$ cat src/rtl/display_pkg.sv
// Shared types and constants for the BCD display formatter.
package display_pkg;

  typedef enum logic [1:0] {
    IDLE   = 2'd0,
    SHIFT  = 2'd1,
    COMMIT = 2'd2
  } state_t;

  localparam int unsigned DIGIT_W      = 4;
  localparam int unsigned BCD_DIGITS   = 3;
  localparam int unsigned SHIFT_CYCLES = 8;

  // Field offsets inside the 32-bit value bus
  localparam int unsigned DEC_LSB = 0;
  localparam int unsigned AUX_LSB = 16;
  localparam int unsigned RAW_LSB = 24;

endpackage

$ cat src/rtl/bcd_digit_adjust.sv
// Double-dabble correction cell: adds 3 to a BCD digit that is 5 or more.
module bcd_digit_adjust
  import display_pkg::*;
(
  input  logic [DIGIT_W-1:0] i_digit,
  output logic [DIGIT_W-1:0] o_digit
);

  // Pre-shift correction so the digit carries correctly into the next one
  always_comb begin
    o_digit = i_digit;
    if (i_digit >= DIGIT_W'(5)) begin
      o_digit = i_digit + DIGIT_W'(3);
    end
  end

endmodule

$ cat src/rtl/bcd_display_formatter.sv
// Sequential double-dabble converter feeding the 8-digit seven-segment driver.
// Optional macro DISP_HEX_FIELD_EN adds a hex view (raw byte + aux byte) in
// value[31:16]; without it those bits are zero and aux_in is ignored.
module bcd_display_formatter
  import display_pkg::*;
#(
  parameter int unsigned IN_W      = 8,
  parameter int unsigned AUTO_LOAD = 0
) (
  input  logic            clk,
  input  logic            rst,
  input  logic [IN_W-1:0] data_in,
  input  logic [7:0]      aux_in,
  input  logic            signed_mode,
  input  logic            load,
  output logic [31:0]     value,
  output logic            neg,
  output logic            busy,
  output logic            valid
);

  localparam int unsigned BcdW = DIGIT_W * BCD_DIGITS;

  state_t            r_state;
  state_t            w_state_next;
  logic [IN_W-1:0]   r_mag;
  logic [BcdW-1:0]   r_bcd;
  logic [3:0]        r_cnt;
  logic              r_neg_n;
  logic [IN_W-1:0]   r_last;
  logic              r_pending;
  logic [31:0]       r_value;
  logic              r_neg;
  logic              r_valid;

  logic              w_start;
  logic              w_capture;
  logic              w_last_shift;
  logic              w_neg_in;
  logic [IN_W-1:0]   w_mag_in;
  logic [BcdW-1:0]   w_adj;
  logic [31:0]       w_commit_value;

`ifdef DISP_HEX_FIELD_EN
  logic [7:0]        r_aux;
  logic [7:0]        r_raw;
`else
  logic              w_unused_aux;
  assign w_unused_aux = ^aux_in;
`endif

  assign w_start      = load | ((AUTO_LOAD != 0) && (data_in != r_last));
  // A commit with a request outstanding (or arriving) chains straight into a new capture
  assign w_capture    = ((r_state == IDLE) && w_start) ||
                        ((r_state == COMMIT) && (r_pending || w_start));
  assign w_last_shift = (r_cnt == 4'(SHIFT_CYCLES - 1));
  assign w_neg_in     = signed_mode & data_in[IN_W-1];
  // 0x80 negates to itself, which reads correctly as unsigned 128
  assign w_mag_in     = w_neg_in ? (~data_in + IN_W'(1)) : data_in;

  for (genvar g = 0; g < BCD_DIGITS; g++) begin : g_adj
    bcd_digit_adjust u_adj (
      .i_digit (r_bcd[g*DIGIT_W +: DIGIT_W]),
      .o_digit (w_adj[g*DIGIT_W +: DIGIT_W])
    );
  end

  // Assemble the word presented at commit
  always_comb begin
    w_commit_value = '0;
    w_commit_value[DEC_LSB +: BcdW] = r_bcd;
`ifdef DISP_HEX_FIELD_EN
    w_commit_value[AUX_LSB +: 8] = r_aux;
    w_commit_value[RAW_LSB +: 8] = r_raw;
`endif
  end

  // State register
  always_ff @(posedge clk) begin
    if (rst) begin
      r_state <= IDLE;
    end else begin
      r_state <= w_state_next;
    end
  end

  // Next-state logic
  always_comb begin
    w_state_next = r_state;
    unique case (r_state)
      IDLE:    if (w_start) w_state_next = SHIFT;
      SHIFT:   if (w_last_shift) w_state_next = COMMIT;
      COMMIT:  w_state_next = w_capture ? SHIFT : IDLE;
      default: w_state_next = IDLE;
    endcase
  end

  // Outputs
  always_comb begin
    busy  = (r_state != IDLE);
    value = r_value;
    neg   = r_neg;
    valid = r_valid;
  end

  // Datapath: capture, shift-and-adjust, commit
  always_ff @(posedge clk) begin
    if (rst) begin
      r_mag     <= '0;
      r_bcd     <= '0;
      r_cnt     <= '0;
      r_neg_n   <= 1'b0;
      r_last    <= '0;
      r_pending <= 1'b0;
      r_value   <= '0;
      r_neg     <= 1'b0;
      r_valid   <= 1'b0;
`ifdef DISP_HEX_FIELD_EN
      r_aux     <= '0;
      r_raw     <= '0;
`endif
    end else begin
      r_valid <= 1'b0;
      if (w_capture) begin
        r_mag     <= w_mag_in;
        r_neg_n   <= w_neg_in;
        r_last    <= data_in;
        r_bcd     <= '0;
        r_cnt     <= '0;
        r_pending <= 1'b0;
`ifdef DISP_HEX_FIELD_EN
        r_aux     <= aux_in;
        r_raw     <= data_in[7:0];
`endif
      end else if (r_state == SHIFT) begin
        r_bcd <= {w_adj[BcdW-2:0], r_mag[IN_W-1]};
        r_mag <= {r_mag[IN_W-2:0], 1'b0};
        r_cnt <= r_cnt + 4'd1;
        if (w_start) r_pending <= 1'b1;
      end
      if (r_state == COMMIT) begin
        r_value <= w_commit_value;
        r_neg   <= r_neg_n;
        r_valid <= 1'b1;
      end
    end
  end

endmodule

$ cat config.mk
export PLATFORM = sky130hd
export DESIGN_NAME = bcd_display_formatter
export DESIGN_NICKNAME = d
export VERILOG_FILES = /design/src/rtl/display_pkg.sv /design/src/rtl/bcd_digit_adjust.sv /design/src/rtl/bcd_display_formatter.sv
export SDC_FILE = /design/constraint.sdc
export NUM_CORES = 1
export LEC_CHECK = 0
export CAP_MARGIN = 0
export CORE_MARGIN = 2
export CORE_UTILIZATION = 52
export DETAILED_ROUTE_END_ITERATION = 10
export PLACE_DENSITY_LB_ADDON = 0.15
export SYNTH_ARGS = -nofsm -noshare
export SYNTH_HDL_FRONTEND = slang
export SYNTH_SLANG_ARGS = --single-unit
$ cat constraint.sdc
create_clock -name clk -period 3.1 [get_ports clk]
set_clock_uncertainty 0.15 [all_clocks]
set_input_delay 0.93 -clock clk [delete_from_list [all_inputs] [get_ports clk]]
set_output_delay 0.93 -clock clk [all_outputs]
set_load 0.05 [all_outputs]
Word level (Yosys, flattened, before mapping)
Index checks and enable logic that the tools add are counted.
{"block": "word_totals", "ff_bits": 42, "elab_cells": 45, "out_inout_bits": 35, "inputBits": 20}
{"block": "op_classes", "n_addsub": 5, "n_lt_le_gt_ge": 3, "n_reduce_logical": 10, "bitwise": 2, "eq_ne": 5, "n_mux": 11}
{"op": "$mux 8", "n": 3}
{"op": "$ge 4x3->1 const B", "n": 3}
{"op": "$add 4x2->4 const B", "n": 2}
{"op": "$add 8x1->8 const B", "n": 1}
{"op": "$mux 4", "n": 2}
{"op": "$not 8->8", "n": 1}
{"op": "$pmux 2 s3", "n": 1}
{"op": "$add 4x1->4 const B", "n": 1}
{"op": "$eq 4x3->1 const B", "n": 1}
{"op": "$mux 2", "n": 2}
{"op": "$ne 2x2->1 const B", "n": 2}
{"op": "$reduce_and 2->1", "n": 2}
{"op": "$reduce_bool 2->1", "n": 2}
{"op": "$add 3x2->3 const B", "n": 1}
{"op": "$mux 3", "n": 1}
{"op": "$eq 2x1->1 const B", "n": 1}
{"op": "$eq 2x2->1 const B", "n": 1}
{"op": "$logic_and 1x1->1", "n": 2}
{"op": "$logic_not 2->1", "n": 1}
{"op": "$logic_or 1x1->1", "n": 2}
{"op": "$mux 1", "n": 2}
{"op": "$reduce_or 2->1", "n": 1}
{"op": "$and 1x1->1", "n": 1}

Longest topological paths before layout
Gate-level depths: netlist of run 1.
{"block": "logic_depth", "word_depth": 5, "depth_mapped": 6, "mapped_depth_nobuf": 6}

Cells and area by module
From an unflattened synthesis of run 1, not the netlist that was laid out.
{"block": "unflattened", "hier_cells": 281, "hier_area_um2": 2160.8}
{"module": "bcd_display_formatter", "seq_area_each_um2": 840.8, "n_inst": 1, "cells_per_inst": 233, "area_per_inst_um2": 1856.8}
{"module": "bcd_digit_adjust", "seq_area_each_um2": 0.0, "n_inst": 3, "cells_per_inst": 16, "area_per_inst_um2": 101.3}

Least setup slack after synthesis of run 1
No wires, ideal clock.
{"block": "synth_timing", "kind": "input port to flip-flop", "start": "input port data_in[0]", "end": "register r_mag[1]", "setup_slack_ps": 1154, "setup_time_ps": 132, "arrival_ps": 1664, "path_buffers": 0, "path_stages": 5, "required_ps": 2818, "cell_sequence": "inv_1 -> ha_1 -> mux2_2 -> a22oi_1 -> a21oi_1"}
{"block": "synth_via", "elab_chain_len": 4}
{"item": "start: declaration", "line_no": "bcd_display_formatter.sv:12", "rtl": "input logic [IN_W-1:0] data_in,"}
{"item": "$not 8->8", "line_no": "bcd_display_formatter.sv:59", "rtl": "assign w_mag_in = w_neg_in ? (~data_in + IN_W'(1)) : data_in;"}
{"item": "$add 8x1->8", "line_no": "bcd_display_formatter.sv:59"}
{"item": "$mux 8", "line_no": "bcd_display_formatter.sv:59"}
{"item": "$mux 8", "line_no": "bcd_display_formatter.sv:124", "rtl": "if (w_capture) begin"}
{"item": "end signal: assignment", "line_no": "bcd_display_formatter.sv:125", "rtl": "r_mag <= w_mag_in;"}
{"item": "end signal: assignment", "line_no": "bcd_display_formatter.sv:137", "rtl": "r_mag <= {r_mag[IN_W-2:0], 1'b0};"}
{"item": "end: declaration", "line_no": "bcd_display_formatter.sv:26", "rtl": "logic [IN_W-1:0] r_mag;"}
Every way passes these cells.
A chain may end at the register's enable or synchronous reset.

Worst setup path after layout of run 1
{"block": "layout_timing", "start": "register r_state[0]", "end": "output port busy"}
{"block": "layout_via", "elab_chain_len": 1}
{"item": "start: declaration", "line_no": "bcd_display_formatter.sv:24", "rtl": "state_t r_state;"}
{"item": "start signal: assignment", "line_no": "bcd_display_formatter.sv:83", "rtl": "r_state <= w_state_next;"}
{"item": "$reduce_bool 2->1", "line_no": "bcd_display_formatter.sv:100", "rtl": "busy = (r_state != IDLE);"}
{"item": "end: declaration", "line_no": "bcd_display_formatter.sv:18", "rtl": "output logic busy,"}
Every way passes these cells.

==> results.md, run 1 <==
* # diodes at 0
* Predominant post-synthesis flop cell: dfxtp_1
* Num CTS Buffers at 5
* Setup TNS Final at 0 ns
* Register Area at 841 µm²
* Hold_buf cts at 0
* Initial DRC Count at 84
* Row count at 22
* Synth-to-Final Area Change at 15.2%
* Maxcap violations at 0
* Yosys cell types at 35
* Hold path cells at 2
* Count leader, synth: nand2_1
* Power density cells at 477 mW/mm²
* Vias in the first global route at 1514
* Area share of the leading cell type in the synthesized netlist at 40.6%
* Sw Pwr at 0.306 mW
* # setup viols final at 0
* Rel. slew slack at 35.1%
* FFs w/ async S/R, synth at 0%
* Worst-case reg-to-reg path depth at 4
* Worst R2R Setup Slack at 1.20 ns
* Max Freq at 366 MHz
* Status: finished clean
* First-pass GRT wire length at 6440 µm
* TritonCTS clock tree: yes
* Drt pass-1 iters at 4
* Yosys reg bits at 42
* Unrepaired setup endpoints after global routing: no
* DRC at 0
* Mux contribution to synthesized area at 0.543%
* Final #Nets at 314
* Ports at 55
* Area of the multi-input gates at 0.00106 mm²
* Critical path required time at 2.02 ns
* Core Util, Final at 63.7%
* Share of cells above drive strength 1 at 4.88%
* Post-CTS sizing at 0
* WL per Instance at 11.2 µm
* Worst vdd ir at 0.320 mV
* Clk_lat worst skew at 0.29 ns
* Slew Viols, Final at 0
* Crit. End Element: output port
* GRT Residual Overflow at 0
* Ys Warns at 0
* Largest family of logic cells by synthesized area: simple AND/OR/NAND/NOR gates
* Die X at 67.1 µm
* Mapped Cells at 264
* Most frequent cells after synthesis: nand2_1, dfxtp_1, a21oi_1
* EDFF count, synth at 0
* Sequential area share after synthesis at 40.6%
* Via density at 5.03
* Clock root cell: clkbuf_8
* Simple-gate portion of the synthesized area at 22.9%
* Synth Area in XOR/XNOR at 4.23%
* HPWL Detailed at 2510 µm
* RePlAce Congestion at 0.818
* Compound-cell area share of the yosys netlist at 15.0%
* Number of I/O port buffers at 26
* Synthesized area at 0.00207 mm²
* Core area at 0.00374 mm²
* Syn avg cell area at 7.85 µm²
* CTS clk-pin slew, worst paths at 0.07 ns
* Pin count of the biggest net entering global routing at 30
* Hold slack at 0.305 ns
* DRT Wirelength at 3750 µm
* CP max FO at 7
* Period utilisation layout at 88.1%
* Die height at 67.1 µm
* Int Pwr at 0.833 mW
* Antenna violations before repair at 0
* Total of fill cells in the finished design at 358
* CTS HTree Levels at 2
* Post-Synth Adder-Cell Area at 4.83%
* Setup bufs post-CTS at 0
* Count of final hold-check violations at 0
* Leakage Power at 0.862 nW
* Arrival time at the worst endpoint at 1.65 ns
* Crit path time final at 2.73 ns
* Clock power share at 37.0%
* Sequential Power Share at 49.2%
* Synth area leaders: dfxtp_1, nand2_1, a21oi_1
* Total power at 1.14 mW
* Starting Density at 55.3%
* Tot GR Track Use at 18.7%
* Type of the most critical hold path: register to register
* DR vias at 1685
* DIE AREA at 0.00451 mm²
* Sink Count at 42
* Max Root-Sink Buffers at 2
* Worst Tran Pin Value at 0.973 ns
* Detail Route Antenna Nets at 0
* Crit Path Category: register to output port
* PnR worst setup slack at 0.367 ns
* Crit path launch type: register
* Yosys top cell by area: dfxtp_1
* Comb power frac at 13.8%
* Switch share at 26.9%
* Dpl ws at 0.534 ns
[routing by layer]
metal	share of wire (%)	global-route usage, %
met4	1.3	6.63
met1	49	23.0
met3	4.3	5.57
met5	0	0
met2	45	30.8
[kinds of logic (layout without fill, tap and decap cells)]
group / after synthesis / in the layout
buffers and inverters: 42 / 46
AOI/OAI and AO/OA: 55 / 55
xor gates and xnor gates: 10 / 10
DFF: 42 / 42
and+or+nand+nor: 105 / 105
other: 1 / 20
muxes: 1 / 1
adders and majority gates: 8 / 8
[power by group through the flow]
stage	clock [mW]	combinational [mW]	sequential, mW
after floorplan	0	0.144	0.571
after global placement	0	0.155	0.572
after detailed placement	0	0.156	0.573
after CTS	0.432	0.157	0.560
after global routing	0.451	0.171	0.562
final	0.421	0.157	0.560
[stage by stage]
step | cells | instance area, µm²
floorplan | 283 | 2140
global placement | 327 | 2280
detailed placement | 327 | 2280
CTS | 335 | 2390
global route | 335 | 2390
finish | 335 | 2390
[flip-flops by register name, summed over array words and instances, names as in the netlist, 2 cells and up]
name,count
r_mag,8
r_bcd,12
r_cnt,4
r_state,2
value,12
[cell type report]
cell class | instances | share of cell area (%)
Multi-Input combinational cell | 199 | 44.4
Sequential cell | 42 | 35.2
Timing Repair Buffer | 29 | 11.9
Clock buffer | 5 | 2.88
Tap cell | 48 | 2.52
Clock inverter | 3 | 1.68
Inverter | 9 | 1.42
[worst max-delay path: stages (launching register included)]
cell and delay (ns):
dfxtp_1 0.36, or2_2 0.30, clkdlybuf4s50_1 0.70
[cells in the final DEF (no fill, tap or decap), types with 3 or more instances in the layout]
| cell | n |
|---|---|
| o21ai_0 | 3 |
| or3_1 | 8 |
| nand2b_1 | 6 |
| clkdlybuf4s50_1 | 26 |
| xnor2_1 | 6 |
| a31oi_1 | 7 |
| inv_1 | 9 |
| a31o_1 | 3 |
| dfxtp_1 | 42 |
| nand3_1 | 12 |
| nand2_1 | 53 |
| ha_1 | 8 |
| a21oi_1 | 35 |
| clkbuf_8 | 5 |
| nor2_1 | 15 |
| xor2_1 | 4 |
| buf_4 | 3 |
| conb_1 | 20 |
[worst paths after layout]
kind                   start  endpoint
hold / removal      value[4]  value[4]
setup / recovery  r_state[0]      busy
setup reg to reg  r_state[1]  r_mag[2]
hold reg to reg     value[4]  value[4]
No activity file was read; power rests on OpenSTA's default activity.
==> run 2: changes to the inputs <==
- GPL_TIMING_DRIVEN: unset -> 0
- PLACE_DENSITY: unset -> 0.85
- PLACE_DENSITY_LB_ADDON: 0.15 -> unset
- RECOVER_POWER: unset -> 50
==> run 2 against run 1 <==
  * Global-route usage up 0.28 points
  * Register-to-register slack better by 0.11 ns
  * Sequential share of layout area down 2.2 points
  * Final area up 6.5%
  * Setup slack better by 0.0073 ns
  * Critical endpoint unchanged
==> results.md, run 2 (synthesis results as in run 1) <==
* Final #Nets at 343
* Vias in the first global route at 1469
* Drt pass-1 iters at 4
* Crit path launch type: register
* DRT Wirelength at 3960 µm
* Power density cells at 433 mW/mm²
* Synth-to-Final Area Change at 22.6%
* Maxcap violations at 0
* DIE AREA at 0.00451 mm²
* Comb power frac at 16.3%
* DR vias at 1795
* # diodes at 0
* Max Freq at 367 MHz
* Detail Route Antenna Nets at 0
* Unrepaired setup endpoints after global routing: no
* Sequential Power Share at 50.9%
* Clk_lat worst skew at 0.29 ns
* Die height at 67.1 µm
* Sink Count at 42
* Int Pwr at 0.793 mW
* Worst Tran Pin Value at 0.503 ns
* Type of the most critical hold path: register to register
* HPWL Detailed at 2900 µm
* Hold_buf cts at 0
* Num CTS Buffers at 5
* Hold path cells at 2
* Row count at 22
* TritonCTS clock tree: yes
* Final Instance Area at 0.00254 mm²
* # setup viols final at 0
* Share of cells above drive strength 1 at 11.1%
* Arrival time at the worst endpoint at 1.65 ns
* Critical path required time at 2.02 ns
* Dpl ws at 0.518 ns
* Core area at 0.00374 mm²
* Clock root cell: clkbuf_8
* Initial DRC Count at 131
* Crit. End Element: output port
* Sw Pwr at 0.309 mW
* Fin cells at 364
* CTS HTree Levels at 2
* Rel. slew slack at 66.3%
* Count of final hold-check violations at 0
* RePlAce Congestion at 0.841
* WL per Instance at 10.9 µm
* DRC at 0
* Max Root-Sink Buffers at 2
* Dpl cells at 356
* Ports at 55
* Starting Density at 55.3%
* Status: finished clean
* Setup TNS Final at 0 ns
* CP max FO at 7
* Dpl cell area at 0.00245 mm²
* Post-CTS sizing at 0
* Hold slack at 0.305 ns
* Tot GR Track Use at 18.9%
* Pin count of the biggest net entering global routing at 13
* Total power at 1.10 mW
* Die X at 67.1 µm
* First-pass GRT wire length at 6490 µm
* Switch share at 28.0%
* Most frequent cells in the layout: nand2_1, dfxtp_1, a21oi_1, clkdlybuf4s50_1
* Number of I/O port buffers at 25
* Worst vdd ir at 0.284 mV
* Period utilisation layout at 87.9%
* Via density at 4.93
* Worst-case reg-to-reg path depth at 6
* Crit Path Category: register to output port
* Antenna violations before repair at 0
* GRT Residual Overflow at 0
* Leakage Power at 0.973 nW
* Crit path time final at 2.73 ns
* CTS clk-pin slew, worst paths at 0.07 ns
* Slew Viols, Final at 0
* Clock power share at 32.8%
* Core Util, Final at 67.9%
* Most common cell after layout, fill and taps aside: nand2_1
* Setup bufs post-CTS at 0
* Total of fill cells in the finished design at 345
* PnR worst setup slack at 0.375 ns
[run 2: changes by cell type in the layout (fill, tap and decap cells not counted)]
cell	previous run	this run
clkinv_2	2	1
buf_4	3	20
clkbuf_8	5	6
bufinv_16	1	0
buf_2	0	5
clkdlybuf4s50_1	26	23
dlygate4sd3_1	0	2
or2_1	1	0
or2_0	0	1
clkbuf_1	0	9
[run 2: cell type report]
cell class | count | area (µm²) | share of cell area [%]
buffer | 33 | 205 | 8.07
sequential | 42 | 841 | 33.1
multi-input combinational | 199 | 1060 | 41.7
clock inverter | 1 | 5.00 | 0.197
clock buffer | 7 | 86.3 | 3.40
inverter | 9 | 33.8 | 1.33
tap | 48 | 60.1 | 2.36
timing repair buffer | 25 | 250 | 9.85
[run 2: critical path, cell delays in order (launching register included)]
cell	delay (ns)
dfxtp_1	0.36
or2_2	0.30
clkdlybuf4s50_1	0.70
[run 2: power by group through the flow]
stage / sequential [mW] / clock [mW] / combinational [mW]
6_report: 0.561 / 0.361 / 0.180
5_1_grt: 0.563 / 0.398 / 0.195
4_1_cts: 0.560 / 0.368 / 0.181
3_5_place_dp: 0.573 / 0 / 0.180
3_3_place_gp: 0.573 / 0 / 0.179
2_1_floorplan: 0.571 / 0 / 0.144
[run 2: worst paths after layout]
path | startpoint | end | slack, ns
setup / recovery | r_state[0] | busy | 0.37
hold / removal | value[7] | value[7] | 0.30
setup reg to reg | r_state[1] | r_cnt[2] | 1.31
hold reg to reg | value[7] | value[7] | 0.30
[run 2: routing by layer]
metal  track usage, %  part of all wire (%)
met1             23.7                    46
met2             31.9                    47
met3             5.07                   6.0
met4             5.36                  0.99
met5                0                     0
==> run 3: changes to the inputs <==
- ABC_CLOCK_PERIOD_IN_PS: unset -> 3100
==> results of run 3 <==
No change in the layout: final DEF, timing and power equal those of run 2.
==> variant 1, RTL diff (settings of run 2) <==
Add a define of `DISP_HEX_FIELD_EN`.
--- a/src/rtl/bcd_display_formatter.sv
+++ b/src/rtl/bcd_display_formatter.sv
@@ -3,2 +3,4 @@
 // value[31:16]; without it those bits are zero and aux_in is ignored.
+`define DISP_HEX_FIELD_EN
+
 module bcd_display_formatter
Behaviour: no difference found for any inputs over 10 cycles, from zero or initial values and one cycle with rst high; that may be too few to reach the edited logic, so the function may still have changed.
==> variant 1 against run 2 <==
  * Die area increased by 45%
  * Synthesized area is 48% higher
  * Non-clock buffer count grew 20
  * Total power is 66% higher
  * Design area grew 51%
  * Highest routed layer unchanged
  * Critical path depth unchanged
  * Sequential cell count rose by 32
  * Register-to-register slack got worse by 0.23 ns
  * Routed wire length rose by 81%
  * Critical path type unchanged
  * Setup slack got worse by 0.086 ns
  * Worst hold slack worse by 0.0026 ns
==> variant 1: results (changes against run 2) <==
Run status = finished clean
Layout cells sized above 1 = 7.28% (-3.8 points)
Syn avg cell area = 7.98 um^2 (+1.7%)
Vias in the first global route = 2621 (+78%)
Top cells by count, synth = nand2_1 (114), dfxtp_1 (74), a21oi_1 (62)
Residual DRC = 0 (unchanged)
Mux share of post-synthesis cell area = 0% (-0.54 points)
Critical path peak fanout = 6 (-1)
Async SR Flop Fraction = 0% (unchanged)
Switching Share = 27.1% (-0.95 points)
Pin count of the biggest net entering global routing = 14 (+1)
DR vias = 2871 (+60%)
VDD IR max = 290 uV (+2.0%)
Total Wirelength = 7.17 mm (+81%)
Ranking of synthesized cells by area = dfxtp_1 (48%), nand2_1 (14%), a21oi_1 (10%)
Compound-Gate Fraction of Synth Area = 15.8% (+0.81 points)
Reg clk slew, reported paths = 0.08 ns
Final Net Count = 476 (+39%)
Number of port buffers = 50 (+100%)
Leakage = 1.34 nW (+37%)
Library cells used by synthesis = 36 (+2.9%)
Fillers = 475 (+38%)
Worst-margin pin slew = 0.543 ns (+0.0403 ns)
Pre-CTS setup slack = 0.337 ns (-0.181 ns)
Total track usage = 23.0% (+4.1 points)
CTS Buffer Depth = 2 (unchanged)
Num CTS Buffers = 9 (+4)
DRT iter0 DRCs = 134 (+2.3%)
H-tree levels = 3 (+1)
HPWL after DPL = 5.03 mm (+74%)
Vias per cell = 5.47 (+11%)
Post-synthesis sequential area ratio = 48.3% (+7.8 points)
Adder-cell share of the synthesized area = 3.27% (-1.6 points)
XOR/XNOR share of the synthesized area = 2.86% (-1.4 points)
GPL Wtd Cong = 0.875 (+4.0%)
Max FFs per register = 28
First-pass GRT wire length = 11.6 mm (+79%)
Skew-Pair Late Insertion Delay = 0.35 ns (+0.06 ns)
Placed inst area = 3670 um^2 (+49%)
First-pass DRT Iterations = 5 (+1)
CP arrival = 1.73 ns (+0.08 ns)
==> variant 1: logic make-up (layout without fill, tap and decap cells) <==
group | Yosys count | after routing
buf+inv | 36 | 102
xor+xnor | 10 | 10
flops | 74 | 74
fa+ha+maj | 8 | 8
simple gates | 169 | 169
other cells | 1 | 4
compound gates | 86 | 86
==> variant 1: power by group through the flow <==
stage          clock, mW  combinational (mW)  sequential [mW]
6_report           0.661               0.182            0.991
5_1_grt            0.703               0.197            0.994
4_1_cts            0.667               0.182            0.990
3_5_place_dp           0               0.181             1.01
3_3_place_gp           0               0.176             1.01
2_1_floorplan          0               0.117             1.01
==> variant 1: final timing paths <==
kind                            from                endpoint  slack [ns]  cells past startpoint
max          r_state[1]$_SDFFE_PP0P_                    busy        0.29                      2
min            r_raw[6]$_SDFFE_PP0N_  value[30]$_SDFFE_PP0P_        0.30                      2
max reg2reg  r_state[1]$_SDFFE_PP0P_   r_cnt[3]$_SDFFE_PP0N_        1.08                      6
min reg2reg    r_raw[6]$_SDFFE_PP0N_  value[30]$_SDFFE_PP0P_        0.30                      2
==> variant 1: metrics by stage <==
step / total power [mW] / hold slack [ns] / util (%)
2_1_floorplan: 1.13 / 0.282 / -
3_3_place_gp: 1.19 / 0.285 / 65.4
3_5_place_dp: 1.19 / 0.295 / 65.4
4_1_cts: 1.84 / 0.307 / 68.4
5_1_grt: 1.89 / 0.321 / 68.3
6_report: 1.83 / 0.302 / 68.3
==> variant 1: area by class of cell <==
type / count / share of cell area [%]
Tap cell: 72 / 2.35
Multi-Input combinational cell: 277 / 37.1
Clock buffer: 10 / 3.33
Timing Repair Buffer: 50 / 13.1
Sequential cell: 74 / 38.7
Inverter: 8 / 0.784
Clock inverter: 6 / 1.14
Buffer: 28 / 3.59
==> variant 1: critical path, cell delays in order, from the launching register on <==
cell             delay [ns]
dfxtp_1                0.36
or2_2                  0.32
clkdlybuf4s50_1        0.70
==> variant 1: metal layers <==
| metal | GRT usage [%] | share of wire [%] | wire, um | vias to the layer above |
|---|---|---|---|---|
| met4 | 12.9 | 2.3 | 167 | 0 |
| li1 | - | - | - | 1407 |
| met1 | 28.5 | 44 | 3170 | 1354 |
| met3 | 3.78 | 4.6 | 332 | 16 |
| met2 | 38.3 | 49 | 3500 | 94 |
| met5 | 0 | 0 | 0 | - |
==> variant 2, RTL diff (settings of run 2) <==
Made on the original files. Make the reset (`rst`) asynchronous in 2 clocked blocks.
--- a/src/rtl/bcd_display_formatter.sv
+++ b/src/rtl/bcd_display_formatter.sv
@@ -78,3 +78,3 @@
   // State register
-  always_ff @(posedge clk) begin
+  always_ff @(posedge clk or posedge rst) begin
     if (rst) begin
@@ -106,3 +106,3 @@
   // Datapath: capture, shift-and-adjust, commit
-  always_ff @(posedge clk) begin
+  always_ff @(posedge clk or posedge rst) begin
     if (rst) begin
Behaviour: differs if rst is asserted again (counterexample within 4 cycles, from zero or initial values and one cycle with rst high); with rst held inactive, the same outputs for 10 cycles.
==> variant 2 against run 2 <==
  * The run now ends with capacitance limit, slew limit left
  * Synthesized area increased by 5.2%
  * Routed wire length is 5.7% higher
  * Via count down 7.4%
  * Sequential share of layout area up 6.5 points
  * Sequential cell count stayed put
  * Core utilization fell by 1.9 points
  * Design area increased by 4.5%
  * First-iteration DRC count down 37%
  * Setup slack worse by 0.10 ns
  * Highest routed layer unchanged
Power is not compared: it rests on default switching activity, and its combinational part moved more than twofold at a synthesized area within 25%.
==> variant 2: results (changes against run 2) <==
DR vias = 1662 (-7.4%)
Placed cells = 314 (-12%)
Comb_multi_in = 157 (-21%)
Vias per cell = 5.19 (+5.3%)
Compound-Gate Fraction of Synth Area = 13.5% (-1.5 points)
Run status = finished, violations left
Layout cells sized above 1 = 15.2% (+4.1 points)
Met2 wire length = 2.18 mm (+17%)
Clock buffer cells = 6 (-1)
Placed inst area = 2570 um^2 (+4.9%)
CP arrival = 1.75 ns (+0.10 ns)
Violations in the final reports = capacitance limit, slew limit
Max_cap viols = 1 (+1)
Final Max Slew Viols = 43 (+43)
First-pass GRT wire length = 6.76 mm (+4.2%)
Met3 wire length = 228 um (-4.6%)
Final Util = 65.9% (-1.9 points)
Met2 usage = 35.7% (+3.8 points)
Async SR Flop Fraction = 100% (+100 points)
Pin count of the biggest net entering global routing = 43 (+30)
Worst-margin pin slew = 1.51 ns (+1.01 ns)
Adder-cell share of the synthesized area = 4.59% (-0.24 points)
GPL Wtd Cong = 0.846 (+0.58%)
WHS = 0.331 ns (+0.0260 ns)
Library cells used by synthesis = 34 (-2.9%)
## variant 2: worst paths after layout
| path | start | endpoint | cells after the start |
|---|---|---|---|
| worst max register to register | r_bcd[4]$_DFFE_PP0P_ | r_bcd[6]$_DFFE_PP0P_ | 6 |
| max in group asynchronous | rst | r_state[0]$_DFFE_PP0P_ | 2 |
| worst min register to register | value[1]$_DFFE_PP0P_ | value[1]$_DFFE_PP0P_ | 2 |
| worst min-delay path | value[1]$_DFFE_PP0P_ | value[1]$_DFFE_PP0P_ | 2 |
| worst max-delay path | r_state[1]$_DFFE_PP0P_ | busy | 2 |
| min in group asynchronous | rst | r_state[1]$_DFFE_PP0P_ | 2 |
## variant 2: kinds of logic after synthesis
| logic type | count (synthesis) |
|---|---|
| xor+xnor | 11 |
| compound gates | 47 |
| mux | 10 |
| flops | 42 |
| other cells | 1 |
| fa+ha+maj | 8 |
| simple gates | 61 |
| buf+inv | 39 |
## variant 2: report_power, final
group	switching (mW)	internal, mW
clock network	0.168	0.172
logic	0.740	0.481
registers	0.157	0.766
